===== src/rtl/icache_downstream_responder.sv =====
// Memory-side model that answers icache line refills in order after a fixed latency.
// Line data is derived from the line address so the refill path can self-check.
module icache_downstream_responder #(
    parameter int QUEUE_DEPTH = 4,
    parameter int LATENCY     = 8
) (
    input  logic                           clk,
    input  logic                           rst_n,
    input  logic                           downstream_txreq_vld,
    output logic                           downstream_txreq_rdy,
    input  logic [41:0]                    downstream_txreq_pld,
    output logic                           downstream_rxdat_vld,
    input  logic                           downstream_rxdat_rdy,
    output logic [530:0]                   downstream_rxdat_pld,
    output logic [$clog2(QUEUE_DEPTH):0]   outstanding_cnt,
    output logic                           bad_opcode_err
);

    localparam int IW = $clog2(QUEUE_DEPTH);
    localparam int CW = $clog2(LATENCY + 1);
    localparam int OW = IW + 1;
    localparam logic [CW-1:0] LAT_LOAD = CW'(LATENCY);
    localparam logic [CW-1:0] CNT_ONE  = CW'(1);
    localparam logic [IW:0]   PTR_ONE  = OW'(1);
    localparam logic [OW-1:0] OCC_ONE  = OW'(1);

    // Only the line part of the address is kept; the offset never affects the response.
    typedef struct packed {
        logic [4:0]  opcode;
        logic [4:0]  txnid;
        logic [25:0] line;
    } slot_t;

    slot_t             slot_q  [QUEUE_DEPTH];
    logic [CW-1:0]     count_q [QUEUE_DEPTH];
    logic [IW:0]       wr_ptr;
    logic [IW:0]       rd_ptr;
    logic [IW-1:0]     wr_idx;
    logic [IW-1:0]     rd_idx;
    logic              rdy_en;
    logic              full;
    logic              empty;
    logic              push;
    logic              pop;
    logic              legal_op;
    logic              offset_unused;
    slot_t             head;

    assign offset_unused = ^downstream_txreq_pld[5:0];

    assign wr_idx = wr_ptr[IW-1:0];
    assign rd_idx = rd_ptr[IW-1:0];
    assign full   = (wr_idx == rd_idx) && (wr_ptr[IW] != rd_ptr[IW]);
    assign empty  = (wr_ptr == rd_ptr);

    // A full queue stays not-ready even when the head pops on the same edge.
    assign downstream_txreq_rdy = rdy_en && !full;
    assign push = downstream_txreq_vld && downstream_txreq_rdy;

    assign head                 = slot_q[rd_idx];
    assign downstream_rxdat_vld = !empty && (count_q[rd_idx] == '0);
    assign pop                  = downstream_rxdat_vld && downstream_rxdat_rdy;

    assign legal_op = (downstream_txreq_pld[41:37] == 5'd1) ||
                      (downstream_txreq_pld[41:37] == 5'd3);

    always_ff @(posedge clk) begin
        if (push) begin
            slot_q[wr_idx] <= {downstream_txreq_pld[41:37],
                               downstream_txreq_pld[36:32],
                               downstream_txreq_pld[31:6]};
        end
    end

    always_ff @(posedge clk or negedge rst_n) begin
        if (!rst_n) begin
            wr_ptr          <= '0;
            rd_ptr          <= '0;
            rdy_en          <= 1'b0;
            outstanding_cnt <= '0;
            bad_opcode_err  <= 1'b0;
        end else begin
            rdy_en <= 1'b1;
            if (push) begin
                wr_ptr <= wr_ptr + PTR_ONE;
            end
            if (pop) begin
                rd_ptr <= rd_ptr + PTR_ONE;
            end
            case ({push, pop})
                2'b10:   outstanding_cnt <= outstanding_cnt + OCC_ONE;
                2'b01:   outstanding_cnt <= outstanding_cnt - OCC_ONE;
                default: outstanding_cnt <= outstanding_cnt;
            endcase
            if (push && !legal_op) begin
                bad_opcode_err <= 1'b1;
            end
        end
    end

    // Free slots always hold zero, so saturating every nonzero count is the same as
    // counting only occupied slots.
    always_ff @(posedge clk or negedge rst_n) begin
        if (!rst_n) begin
            for (int i = 0; i < QUEUE_DEPTH; i++) begin
                count_q[i] <= '0;
            end
        end else begin
            for (int i = 0; i < QUEUE_DEPTH; i++) begin
                if (push && (wr_idx == IW'(i))) begin
                    count_q[i] <= LAT_LOAD;
                end else if (count_q[i] != '0) begin
                    count_q[i] <= count_q[i] - CNT_ONE;
                end
            end
        end
    end

    always_comb begin
        downstream_rxdat_pld = '0;
        if (downstream_rxdat_vld) begin
            downstream_rxdat_pld[530:526] = head.opcode;
            downstream_rxdat_pld[525:521] = head.txnid;
            for (int w = 0; w < 16; w++) begin
                downstream_rxdat_pld[9 + 32*w +: 32] = {head.line, 2'b00, 4'(w)};
            end
            downstream_rxdat_pld[8:0] = {4'b0000, head.txnid};
        end
    end

endmodule


===== config.mk =====
export PLATFORM = sky130hd
export DESIGN_NAME = icache_downstream_responder
export DESIGN_NICKNAME = d
export VERILOG_FILES = /design/src/rtl/icache_downstream_responder.sv
export SDC_FILE = /design/constraint.sdc
export NUM_CORES = 1
export LEC_CHECK = 0
export ABC_AREA = 1
export ABC_CLOCK_PERIOD_IN_PS = 5300
export BUFFER_PORTS_ARGS = -buffer_cell sky130_fd_sc_hd__buf_2
export CORE_AREA = 5 5 222 224
export CTS_CLUSTER_DIAMETER = 80
export DETAILED_ROUTE_END_ITERATION = 16
export DIE_AREA = 0 0 227 229
export HOLD_SLACK_MARGIN = 0.06
export PLACE_DENSITY = 0.46
export SLEW_MARGIN = 40
export SYNTH_ARGS = -nofsm -noshare
export SYNTH_HDL_FRONTEND = slang
export SYNTH_SLANG_ARGS = --single-unit

===== constraint.sdc =====
create_clock -name clk -period 5.3 [get_ports clk]
set_input_delay 0 -clock clk [delete_from_list [all_inputs] [get_ports clk]]
set_output_delay 0 -clock clk [all_outputs]
set_load 0.005 [all_outputs]

== Yosys cells after proc, flatten, opt, wreduce, memory -nomap -nowiden ==
Memories as Yosys holds them, arrays and structs flattened.
Cells that the tools add are included.
Storage, ports and cells
  memory bits (writable): 144
  memory bits (read-only): 0
  output and inout bits: 537
  flip-flop bits (word level): 27
  word-level logic and storage cells: 70
  latch bits: 0
  memories kept: 1
  input port bits: 46
Operators by class
  shift operators: 0
  divide/modulo/power cells: 0
  add/sub/neg operators: 8
  mux-type cells: 15
  magnitude comparators: 1
  $mul: 0
  reduce and logical (&&, ||, !) cells: 25
  equal/unequal tests: 10
  bitwise gates (word level): 1
Memories
  slot_q: depth 4, bits a word 36, rd ports 1, clocked after memory_dff 0, wr ports 1, line 34  | slot_t slot_q [QUEUE_DEPTH];
Operators by type and width (count)
  $mux 531: 1
  $mux 4: 10
  $reduce_bool 4->1: 4
  $sub 4x1->4 const B: 4
  $logic_and 1x1->1: 10
  $reduce_bool 2->1: 5
  $add 3x1->3 const B: 3
  $bmux 4 s2: 1
  $eq 2x2->1 const B: 3
  $pmux 3 s2: 1
  $eq 5x1->1 const B: 1
  $eq 5x2->1 const B: 1
  $eq 2x1->1 const B: 2
  $logic_not 4->1: 1
  $eq 3x3->1: 1
  $ge 3x3->1 const B: 1
  $logic_not 1->1: 3
  $not 2->3: 1
  $sub 3x1->3 const B: 1
  $eq 2x2->1: 1
  $logic_not 2->1: 1
  $mux 1: 2
  $logic_or 1x1->1: 1
  $ne 1x1->1: 1

== Longest topological paths before layout ==
Gate-level depths: netlist of run 1.
  word-level depth: 9
  gate-level depth with buffers: 12
  gate-level depth less buffers: 12

== Worst setup path after synthesis of run 1 ==
Ideal clock, no wire load.
  path type: flip-flop to flip-flop
  from: register rd_ptr[0]
  to: memory slot_q[0][0] (netlist bit) (enable)
  path buffers: 0
  data required time: 4.909 ns
  path slack: 3.154 ns
  cell stages (with the launch flop): 9
  data arrival time: 1.755 ns
  cells stage by stage: dfrtp_1 -> inv_2 -> nand2_1 -> nand2_1 -> nand3_1 -> nand3_2 -> inv_2 -> nand2_1 -> inv_1
On the way
  cells in the longest elaborated chain, start to end: 7
RTL lines
  start, declared: line 37  | logic [IW:0] rd_ptr;
  start signal, assigned: line 88  | rd_ptr <= rd_ptr + PTR_ONE;
  $eq 2x2->1: line 53  | assign full = (wr_idx == rd_idx) && (wr_ptr[IW] != rd_ptr[IW]);
  $logic_and 1x1->1: line 53
  $logic_not 1->1: line 57  | assign downstream_txreq_rdy = rdy_en && !full;
  $logic_and 1x1->1: line 57
  $logic_and 1x1->1: line 58  | assign push = downstream_txreq_vld && downstream_txreq_rdy;
  $mux 1: line 68  | if (push) begin
  $mux 1 (not written as such): line 69  | slot_q[wr_idx] <= {downstream_txreq_pld[41:37],
  end, declared: line 34
Every way passes these cells.

== Worst setup path after layout of run 1 ==
  from: register rd_ptr[0]
  to: output port downstream_rxdat_pld[54]
On the way
  cells in the longest elaborated chain, start to end: 7
  elaborated cells between the ends (all ways): 10
  those cells by class: eq/ne (1); mux (4); bitwise (1); reduce/logical (3); memory (1)
RTL lines
  $not 2->3 (not written as such): line 61  | assign downstream_rxdat_vld = !empty && (count_q[rd_idx] == '0);
  $bmux 4 s2: line 61
  $mux 4 (not written as such) (2 in series): line 61
  $logic_not 4->1: line 61
  $logic_and 1x1->1: line 61
  $mux 531 (*): line 121  | if (downstream_rxdat_vld) begin
  end, declared: line 14  | output logic [530:0] downstream_rxdat_pld,
Every way passes the cells marked *; elsewhere a longest branch is shown, timed or not. The select of a mux whose other input is x is not followed.

==> impl_metrics.env, run 1 <==
export IMPL_run_status="finished clean"
export IMPL_synth_xor_area_share_pct=1.12
export IMPL_period_share_pct=75.6
export IMPL_drc=0
export IMPL_postLayoutCellArea_um2=11700
export IMPL_cp_num_buf_inv=4
export IMPL_crit_type="reg2out"
export IMPL_drv_slew=0
export IMPL_grt_max_degree=47
export IMPL_p_leak_uw=0.00590
export IMPL_yosysTopAreaCellShare_pct=39.5
export IMPL_worst_setup_path_start_kind="flip-flop"
export IMPL_grt_setup_unrepaired="no"
export IMPL_ys_flop_type="edfxtp_1"
export IMPL_p_clk_share_pct=17.0
export IMPL_hold_path_class="in2async"
export IMPL_clk_pin_slew_ns=0.07
export IMPL_netlist_instances=1112
export IMPL_gp_congestion=0.707
export IMPL_worstMarginPinSlew_ns=0.742
export IMPL_nets=1290
export IMPL_grt_pass1_vias=5907
export IMPL_maxCapViolCount=0
export IMPL_p_sw_uw=3130
export IMPL_cp_end_kind="output port"
export IMPL_seqPwrFrac_pct=25.5
export IMPL_grt_overflow_total=0
export IMPL_dp_hpwl_um=17000
export IMPL_synthSimpleGateAreaFrac_pct=8.43
export IMPL_synthMuxAreaShare_pct=0
export IMPL_seq_area_frac_synth_pct=45.6
export IMPL_slew_headroom_pct=50.5
export IMPL_fin_tns_setup_ns=0
export IMPL_synth_adder_area_share_pct=1.67
export IMPL_cpPeakStageDelay_ns=0.80
export IMPL_row_count=80
export IMPL_p_per_area_nw_per_um2=624
export IMPL_path_cells="inv_2 -> nor2_1 -> nand3_1 -> nand3_2 -> inv_2 -> nor2_4 -> inv_4 -> a21oi_2 -> buf_2"
export IMPL_finalHoldViolCount=0
export IMPL_synth_compound_area_share_pct=6.53
export IMPL_grt_pass1_wl_um=35400
export IMPL_coreArea_um2=47100
export IMPL_async_flop_share_pct=15.8
export IMPL_power_internal_uw=4180
export IMPL_syn_to_final_growth_pct=6.93
export IMPL_synth_top_area_cell="edfxtp_1"
export IMPL_vias_per_cell=3.57
export IMPL_ys_ff_latch=171
export IMPL_cp_common_cell="inv_2"
export IMPL_cts_sinks=171
export IMPL_num_io_pins=583
export IMPL_synth_top_family_by_area="buffers and inverters"
export IMPL_start_util_pct=23.2
export IMPL_routed_wl_um=25300
export IMPL_place_area_um2=10700
export IMPL_skew_ns=0.0145
export IMPL_synth_edf_count=144
export IMPL_pwr_share_comb_pct=57.5
export IMPL_syn_area_um2=11000
export IMPL_clock_latency_ns=0.42
export IMPL_setup_viol=0
export IMPL_synth_most_common_cell="buf_4"
export IMPL_die_width_um=227
export IMPL_path_max_fanout=37
export IMPL_synth_warnings=0
export IMPL_htreeDepth=4
export IMPL_clockBufferDepth=2
export IMPL_power_share_switching_pct=42.8
export IMPL_ant_nets=0
export IMPL_grt_usage_pct=8.83
export IMPL_synth_area_top_cells="edfxtp_1 (39%), buf_4 (34%), dfrtp_1 (6.2%)"
export IMPL_critical_path_slowest_cell="dfrtp_2"
export IMPL_post_drt_wl_per_cell_um=13.6
export IMPL_vias=6639
export IMPL_first_iter_violations=242
export IMPL_die_area_um2=52000
export IMPL_syn_area_per_cell_um2=9.85
export IMPL_root_buffer="clkbuf_16"
export IMPL_first_pass_iters=4
export IMPL_cts_tree="done"
export IMPL_worstPathRequired_ns=5.30
export IMPL_yosysUniqueCellTypes=29
export IMPL_port_buffers=508
export IMPL_worstPathArrival_ns=4.01
export IMPL_die_height_um=229
export IMPL_period_needed_ns=4.01
export IMPL_synth_common_cells="buf_4 (495), nor2_1 (157), edfxtp_1 (144)"
export IMPL_ir_worst_vdd_mv=0.277
export IMPL_fmax_ghz=0.249
export IMPL_antenna_found_initial=1
export IMPL_cp_top_family="buffers and inverters"
export IMPL_drive_above_1_share_pct=47.5
export IMPL_cts_buffers=17
stage by stage:
stage          hold WS (ns)  utilization, %  std cells  power [µW]  setup WS [ns]
5_1_grt               0.179            24.9       1859        8010          0.678
2_1_floorplan        -0.296               -       1179        6310           3.15
3_3_place_gp         0.0837            22.7       1787        6200           1.46
6_report              0.124            24.9       1859        7310           1.29
4_1_cts               0.127            24.8       1858        7530           1.01
3_5_place_dp         0.0750            22.8       1787        6230           1.51
placed cells by master (no fill, tap or decap), drive strengths merged, types with 13 or more instances in the layout:
master and count:
dfrtp 27, clkbuf 20, edfxtp 144, nand3 21, o21ai 82, inv 45
buf 514, ha 13, nor2 158, dlygate4sd3 39, nand2 45, conb 69
a21oi 37
path summary, 6_finish.rpt:
| kind | start | to | slack (ns) | cells after the start |
|---|---|---|---|---|
| max | rd_ptr[0]$_DFFE_PN0P_ | downstream_rxdat_pld[54] | 1.29 | 9 |
| min | rst_n | rdy_en$_DFF_PN0_ | 0.12 | 2 |
| max reg2reg | rd_ptr[0]$_DFFE_PN0P_ | slot_q[1][32]$_DFFE_PP_ | 1.93 | 9 |
| min reg2reg | outstanding_cnt[2]$_DFFE_PN0P_ | outstanding_cnt[2]$_DFFE_PN0P_ | 0.47 | 1 |
| max in group asynchronous | rst_n | rd_ptr[1]$_DFFE_PN0P_ | 4.72 | 2 |
| min in group clk | downstream_txreq_pld[8] | slot_q[1][2]$_DFFE_PP_ | 0.33 | 2 |
worst register-to-register path: stages (launching register included):
cell and delay, ns:
dfrtp_2 0.80, inv_2 0.45, nand2_1 0.15, nand2_1 0.07, nand3_1 0.18, nand3_2 0.17
inv_2 0.12, nand2_1 0.15, inv_2 0.36, buf_4 0.50
final cells by class:
cell class                 count  area [µm²]
clock inverter                12         138
tap                          615         769
fill                        4992       35400
clock buffer                  20         447
antenna                        1        2.50
sequential                   171        5000
timing repair buffer         553        2980
inverter                      41         161
multi-input combinational    446        2220
repair_timing:
item | CTS | global route
gates resized for setup | 0 | 0
buffers inserted | 0 | 0
hold buffers | 39 | 0
endpoints found under the hold margin | 181 | 0
kinds of logic after synthesis:
family          count (synthesis)
buf+inv                       562
flops                         171
other cells                     2
compound gates                120
xor+xnor                       14
fa+ha+maj                      14
simple gates                  229
power groups by stage:
| stage | Sequential [µW] | Clock [µW] | Combinational (µW) |
|---|---|---|---|
| 2_1_floorplan | 1810 | 0 | 4500 |
| 5_1_grt | 1900 | 1350 | 4760 |
| 4_1_cts | 1870 | 1290 | 4370 |
| 3_3_place_gp | 1890 | 0 | 4310 |
| 3_5_place_dp | 1900 | 0 | 4340 |
| 6_report | 1860 | 1240 | 4200 |
per-layer routing:
metal  routed length (µm)  up-vias  GRT usage (%)
met5                    0        -              0
met4                  176        0           2.15
met3                 1760        6           1.51
met2                12700      278           15.4
met1                10600     3092           11.3
li1                     -     3263              -
registers in the layout, indices dropped and copies added (netlist names):
signal           count
count_q             16
rdy_en               1
rd_ptr               3
wr_ptr               3
bad_opcode_err       1
outstanding_cnt      3
slot_q             144
Power figures use the tool's default switching activity.
==> run 2, diff against run 1 <==
Settings changed: ABC_AREA 1 to 0, ABC_CLOCK_PERIOD_IN_PS 5300 to 3400, CORE_AREA 5 5 222 224 to 5 5 221 223, DIE_AREA 0 0 227 229 to 0 0 226 228, PLACE_DENSITY 0.46 to 0.48.
Clock period 5.3 ns to 3.4 ns, I/O delays scaled along.
==> run 2 against run 1 <==
Compared with the run above:
- global-route usage down 0.33 points
- area after synthesis down 0.92%
- clock skew down 0.0038 ns
- combinational power up 77%
- non-clock buffer count up 10
- wire length down 8.0%
==> impl_metrics.env, run 2 <==
export IMPL_run_status="finished clean"
export IMPL_p_clk_share_pct=15.8
export IMPL_synth_common_cells="buf_4 (495), edfxtp_1 (144), mux4_2 (36)"
export IMPL_r2r_end="outstanding_cnt[2]$_DFFE_PN0P_"
export IMPL_synth_most_common_cell="buf_4"
export IMPL_period_needed_ns=3.11
export IMPL_worstReg2RegStart="count_q[6]$_DFFE_PN0P_"
export IMPL_synthSimpleGateAreaFrac_pct=4.90
export IMPL_synth_warnings=0
export IMPL_synthMuxAreaShare_pct=7.88
export IMPL_first_iter_violations=215
export IMPL_htreeDepth=4
export IMPL_clockBufferDepth=2
export IMPL_crit_end="downstream_rxdat_pld[0]"
export IMPL_row_count=79
export IMPL_fmax_ghz=0.321
export IMPL_ys_flop_type="edfxtp_1"
export IMPL_nFillCells=4843
export IMPL_cp_end_kind="output port"
export IMPL_grt_pass1_wl_um=33700
export IMPL_synth_compound_area_share_pct=2.19
export IMPL_finalHoldViolCount=0
export IMPL_first_pass_iters=4
export IMPL_worstPathArrival_ns=3.11
export IMPL_worst_setup_path_start_kind="flip-flop"
export IMPL_cts_buffers=17
export IMPL_grt_pass1_vias=5390
export IMPL_setup_viol=0
export IMPL_die_area_um2=51500
export IMPL_largest_reg_flops=144
export IMPL_grt_setup_unrepaired="no"
export IMPL_nets=1074
export IMPL_num_io_pins=583
export IMPL_synth_top_family_by_area="buffers and inverters"
export IMPL_seqPwrFrac_pct=23.4
export IMPL_hold_path_class="in2async"
export IMPL_worstPathRequired_ns=3.40
export IMPL_gp_congestion=0.662
export IMPL_power_share_switching_pct=40.8
export IMPL_period_share_pct=91.6
export IMPL_pwr_share_comb_pct=60.7
export IMPL_ys_ff_latch=171
export IMPL_clock_latency_ns=0.44
export IMPL_coreArea_um2=46400
export IMPL_grt_usage_pct=8.51
export IMPL_crit_start="count_q[6]$_DFFE_PN0P_"
export IMPL_top_register="slot_q"
export IMPL_p_per_area_nw_per_um2=1040
export IMPL_postLayoutCellArea_um2=11700
export IMPL_drv_slew=0
export IMPL_ant_nets=0
export IMPL_post_drt_wl_per_cell_um=14.2
export IMPL_port_buffers=508
export IMPL_fin_tns_setup_ns=0
export IMPL_syn_to_final_growth_pct=7.91
export IMPL_synth_adder_area_share_pct=1.68
export IMPL_p_sw_uw=4980
export IMPL_cts_sinks=171
export IMPL_dp_hpwl_um=16700
export IMPL_final_common_cell="buf_2"
export IMPL_synth_edf_count=144
export IMPL_grt_overflow_total=0
export IMPL_routed_wl_um=23300
export IMPL_skew_ns=0.0107
export IMPL_drc=0
export IMPL_antenna_found_initial=1
export IMPL_cts_tree="done"
export IMPL_netlist_instances=875
export IMPL_root_buffer="clkbuf_16"
export IMPL_async_flop_share_pct=15.8
export IMPL_seq_area_frac_synth_pct=46.1
export IMPL_r2r_slack_ns=0.68
export IMPL_yosysUniqueCellTypes=47
export IMPL_yosysTopAreaCellShare_pct=39.8
export IMPL_worstMarginPinSlew_ns=0.710
export IMPL_synth_top_area_cell="edfxtp_1"
export IMPL_place_area_um2=10700
export IMPL_syn_area_um2=10900
export IMPL_syn_area_per_cell_um2=12.4
export IMPL_power_internal_uw=7240
export IMPL_vias=5624
export IMPL_reg_top3="slot_q (144), count_q (16)"
export IMPL_p_leak_uw=0.00571
export IMPL_grt_max_degree=41
export IMPL_worst_r2r_cell_count=10
export IMPL_slew_headroom_pct=52.5
export IMPL_mostFrequentLayoutCells="buf_2 (508), edfxtp_1 (144), conb_1 (69)"
export IMPL_cts_setup_buffers=0
export IMPL_crit_type="reg2out"
export IMPL_ir_worst_vdd_mv=0.474
export IMPL_synth_xor_area_share_pct=1.20
export IMPL_synth_area_top_cells="edfxtp_1 (40%), buf_4 (34%), mux4_2 (7.5%)"
export IMPL_path_max_fanout=19
export IMPL_maxCapViolCount=0
export IMPL_die_height_um=228
export IMPL_start_util_pct=23.4
export IMPL_die_width_um=226
export IMPL_clk_pin_slew_ns=0.07
export IMPL_vias_per_cell=3.44
export IMPL_drive_above_1_share_pct=61.8
## run 2: final cells by class
class / count / area [µm²] / share of cell area (%)
flip-flops and latches: 171 / 5000 / 42.7
repair buffers: 563 / 3090 / 26.4
multi-input cells: 240 / 2200 / 18.8
well taps: 607 / 759 / 6.48
clock buffers: 17 / 425 / 3.63
clock inverters: 15 / 151 / 1.29
inverters: 21 / 78.8 / 0.673
diodes: 1 / 2.50 / 0.0214
## run 2: per-stage QoR
step / setup WS [ns] / total power [µW] / hold slack, ns / instances / utilization (%)
floorplan: 0.887 / 10800 / -0.296 / 942 / -
global placement: 0.673 / 10500 / 0.0760 / 1563 / 23.2
detailed placement: 0.669 / 10500 / 0.0742 / 1563 / 23.2
CTS: 0.208 / 12600 / 0.0957 / 1634 / 25.3
global route: 0.0741 / 13200 / 0.156 / 1634 / 25.3
finish: 0.286 / 12200 / 0.108 / 1635 / 25.3
## run 2: layer usage
metal	track usage [%]	vias up	routed length, µm	part of all wire [%]
met5	0	-	13	0.056
met1	10.2	2697	9130	39
met4	2.44	2	260	1.1
met2	15.0	248	12100	52
li1	-	2660	-	-
met3	2.13	17	1760	7.6
## run 2: kinds of logic after synthesis
group | count (synthesis)
XOR/XNOR | 14
AND/OR/NAND/NOR | 78
AO/OA/AOI/OAI | 25
flip-flops | 171
buffers and inverters | 531
other | 2
adder cells (fa/ha/maj) | 14
multiplexers | 40
## run 2: power groups by stage
stage | registers, µW | logic (µW) | clock network (µW)
detailed placement | 2910 | 7630 | 0
finish | 2860 | 7420 | 1930
global placement | 2900 | 7640 | 0
floorplan | 2860 | 7900 | 0
global route | 2900 | 8220 | 2110
CTS | 2870 | 7690 | 2030
## run 2: worst min path at each step
| stage | startpoint | endpoint | slack (ns) | cells after the start |
|---|---|---|---|---|
| 3_5_place_dp | rst_n | outstanding_cnt[0]$_DFFE_PN0P_ | 0.07 | 1 |
| 3_3_place_gp | rst_n | outstanding_cnt[0]$_DFFE_PN0P_ | 0.08 | 1 |
| 4_1_cts | rst_n | bad_opcode_err$_DFFE_PN0P_ | 0.1 | 2 |
| 6_report | rst_n | bad_opcode_err$_DFFE_PN0P_ | 0.11 | 2 |
| 5_1_grt | rst_n | bad_opcode_err$_DFFE_PN0P_ | 0.16 | 2 |
| 2_1_floorplan | rst_n | bad_opcode_err$_DFFE_PN0P_ | -0.30 | 0 |
## run 2: repair_timing
| item | in CTS | in global routing |
|---|---|---|
| endpoints found under the hold margin | 180 | 0 |
| gates resized for setup | 0 | 0 |
| hold buffers | 39 | 0 |
## run 2: worst max-delay path: stages (launching register included)
cell and delay (ns):
dfrtp_1 0.40, or3_1 0.41, nor3_1 0.51, o211ai_4 0.26, buf_12 0.24, nor2b_1 0.57
buf_2 0.25
==> run 3, diff against run 2 <==
Settings changed: CELL_PAD_IN_SITES_DETAIL_PLACEMENT set to 0, CELL_PAD_IN_SITES_GLOBAL_PLACEMENT set to 2, PLACE_DENSITY 0.48 to 0.73, REMOVE_ABC_BUFFERS set to 1.
==> run 3 against run 2 <==
Compared with the run above:
- die area unchanged
- non-clock buffer count up 3
- utilization about the same
- total power up 1.7%
- cell count up 0.24%
- first-iteration DRC count down 23%
- register-to-register slack better by 0.05 ns
- sequential cell count unchanged
- wire length up 12%
- highest routed layer unchanged
- critical endpoint is now downstream_rxdat_pld[448]
- via count up 2.0%
- worst setup slack worse by 0.076 ns
- global-route usage up 0.85 points
==> impl_metrics.env, run 3 (synthesis gave the netlist of run 2 again) <==
export IMPL_htreeDepth=4
export IMPL_clock_latency_ns=0.43
export IMPL_gp_congestion=0.691
export IMPL_die_area_um2=51500
export IMPL_first_iter_violations=166
export IMPL_r2r_end="outstanding_cnt[2]$_DFFE_PN0P_"
export IMPL_cts_buffers=17
export IMPL_final_common_cell="buf_2"
export IMPL_slew_headroom_pct=47.3
export IMPL_num_io_pins=583
export IMPL_drive_above_1_share_pct=61.9
export IMPL_crit_type="reg2out"
export IMPL_cp_end_kind="output port"
export IMPL_top_register="slot_q"
export IMPL_grt_pass1_wl_um=35900
export IMPL_cts_setup_buffers=0
export IMPL_place_area_um2=10800
export IMPL_ant_nets=0
export IMPL_die_width_um=226
export IMPL_critical_path_slowest_cell="or4_4"
export IMPL_final_util_pct=25.3
export IMPL_path_cells="or4_4 -> a32oi_4 -> o211ai_4 -> buf_4 -> nor2b_2 -> buf_2"
export IMPL_crit_end="downstream_rxdat_pld[448]"
export IMPL_finalHoldViolCount=0
export IMPL_wl_met3_um=2060
export IMPL_grt_pass1_vias=5437
export IMPL_worstPathArrival_ns=3.19
export IMPL_dp_hpwl_um=20200
export IMPL_wl_met2_um=13000
export IMPL_root_buffer="clkbuf_16"
export IMPL_seqPwrFrac_pct=23.5
export IMPL_path_max_fanout=16
export IMPL_r2r_slack_ns=0.73
export IMPL_mostFrequentLayoutCells="buf_2 (508), edfxtp_1 (144), conb_1 (69)"
export IMPL_period_needed_ns=3.19
export IMPL_drt_met1_wl_um=10500
export IMPL_grt_usage_pct=9.35
export IMPL_maxUsedRoutingLayer="met5"
export IMPL_pwr_share_comb_pct=62.1
export IMPL_power_share_switching_pct=42.0
export IMPL_cpPeakStageDelay_ns=0.57
export IMPL_grt_max_degree=33
export IMPL_worstMarginPinSlew_ns=0.787
export IMPL_crit_start="count_q[12]$_DFFE_PN0P_"
export IMPL_setup_viol=0
export IMPL_whs_ns=0.126
export IMPL_worst_r2r_cell_count=10
export IMPL_power_internal_uw=7210
export IMPL_grt_setup_unrepaired="no"
export IMPL_period_share_pct=93.8
export IMPL_worstPathRequired_ns=3.40
export IMPL_die_height_um=228
export IMPL_skew_ns=0.00988
export IMPL_fin_tns_setup_ns=0
export IMPL_p_leak_uw=0.00572
export IMPL_reg_top3="slot_q (144), count_q (16)"
export IMPL_antenna_found_initial=4
export IMPL_p_clk_share_pct=14.4
export IMPL_hold_path_class="in2async"
export IMPL_clockBufferDepth=2
export IMPL_coreArea_um2=46400
export IMPL_p_per_area_nw_per_um2=1060
export IMPL_nets=1077
export IMPL_worstReg2RegStart="count_q[12]$_DFFE_PN0P_"
export IMPL_postLayoutCellArea_um2=11700
export IMPL_p_total_uw=12400
export IMPL_port_buffers=508
export IMPL_routed_wl_um=26000
export IMPL_largest_reg_flops=144
export IMPL_drv_slew=0
export IMPL_drc=0
export IMPL_vias_per_cell=3.50
export IMPL_worst_setup_path_start_kind="flip-flop"
export IMPL_syn_to_final_growth_pct=8.07
export IMPL_start_util_pct=23.4
export IMPL_vias=5734
export IMPL_fmax_ghz=0.313
export IMPL_grt_overflow_total=0
export IMPL_run_status="finished clean"
export IMPL_post_drt_wl_per_cell_um=15.9
export IMPL_cts_sinks=171
export IMPL_clk_pin_slew_ns=0.07
export IMPL_ir_worst_vdd_mv=0.509
export IMPL_first_pass_iters=4
export IMPL_cts_tree="done"
export IMPL_row_count=79
export IMPL_maxCapViolCount=0
export IMPL_p_sw_uw=5220
run 3: changes by cell type in the layout (fill, tap and decap cells not counted), moves of 2 or more:
cell / delta
nor2b_2: -2
inv_6: -2
clkinv_4: +2
clkinv_2: +2
buf_4: +2
nor2b_4: +2
run 3: through the flow:
step                      worst slack, ns  std cells
after global routing              0.00270       1638
after global placement              0.577       1566
final                               0.210       1639
after CTS                          0.0223       1637
after floorplan                    -0.599        432
after detailed placement            0.535       1566
run 3: worst min-delay path by stage:
stage | cells past startpoint | startpoint | to | slack, ns
2_1_floorplan | 0 | rst_n | bad_opcode_err$_DFFE_PN0P_ | -0.30
5_1_grt | 2 | rst_n | count_q[1]$_DFFE_PN0P_ | 0.19
4_1_cts | 2 | rst_n | count_q[1]$_DFFE_PN0P_ | 0.12
6_report | 2 | rst_n | count_q[1]$_DFFE_PN0P_ | 0.13
3_3_place_gp | 1 | rst_n | rdy_en$_DFF_PN0_ | 0.07
3_5_place_dp | 1 | rst_n | rdy_en$_DFF_PN0_ | 0.07
run 3: critical path, delay by kind of cell, from the launching register on:
family | cells | cell delay [ns]
compound gates | 2 | 0.60
simple gates | 2 | 1.14
flops | 1 | 0.41
buf+inv | 2 | 0.59
run 3: cell type report:
| type | count | area, µm² |
|---|---|---|
| clock inverters | 14 | 113 |
| inverters | 21 | 78.8 |
| multi-input cells | 240 | 2220 |
| clock buffers | 18 | 429 |
| flip-flops and latches | 171 | 5000 |
| well taps | 607 | 759 |
| repair buffers | 566 | 3130 |
| fillers | 4863 | 34600 |
| diodes | 2 | 5.00 |
run 3: power groups by stage:
stage / sequential (µW) / clock, µW / combinational [µW]
3_5_place_dp: 2970 / 0 / 7990
4_1_cts: 2930 / 1850 / 8050
5_1_grt: 2980 / 1920 / 8550
2_1_floorplan: 3010 / 0 / 3040
3_3_place_gp: 2960 / 0 / 8060
6_report: 2920 / 1780 / 7720
run 3: layer usage:
layer	global-route usage, %	up-vias
met3	2.05	21
li1	-	2677
met1	11.4	2729
met4	2.80	2
met2	16.4	305
met5	0	-
run 3: timing repair:
action / in CTS / in global routing
hold buffers: 39 / 0
endpoints found under the setup margin: 0 / 166
resized for setup: 0 / 2
endpoints found under the hold margin: 178 / 0
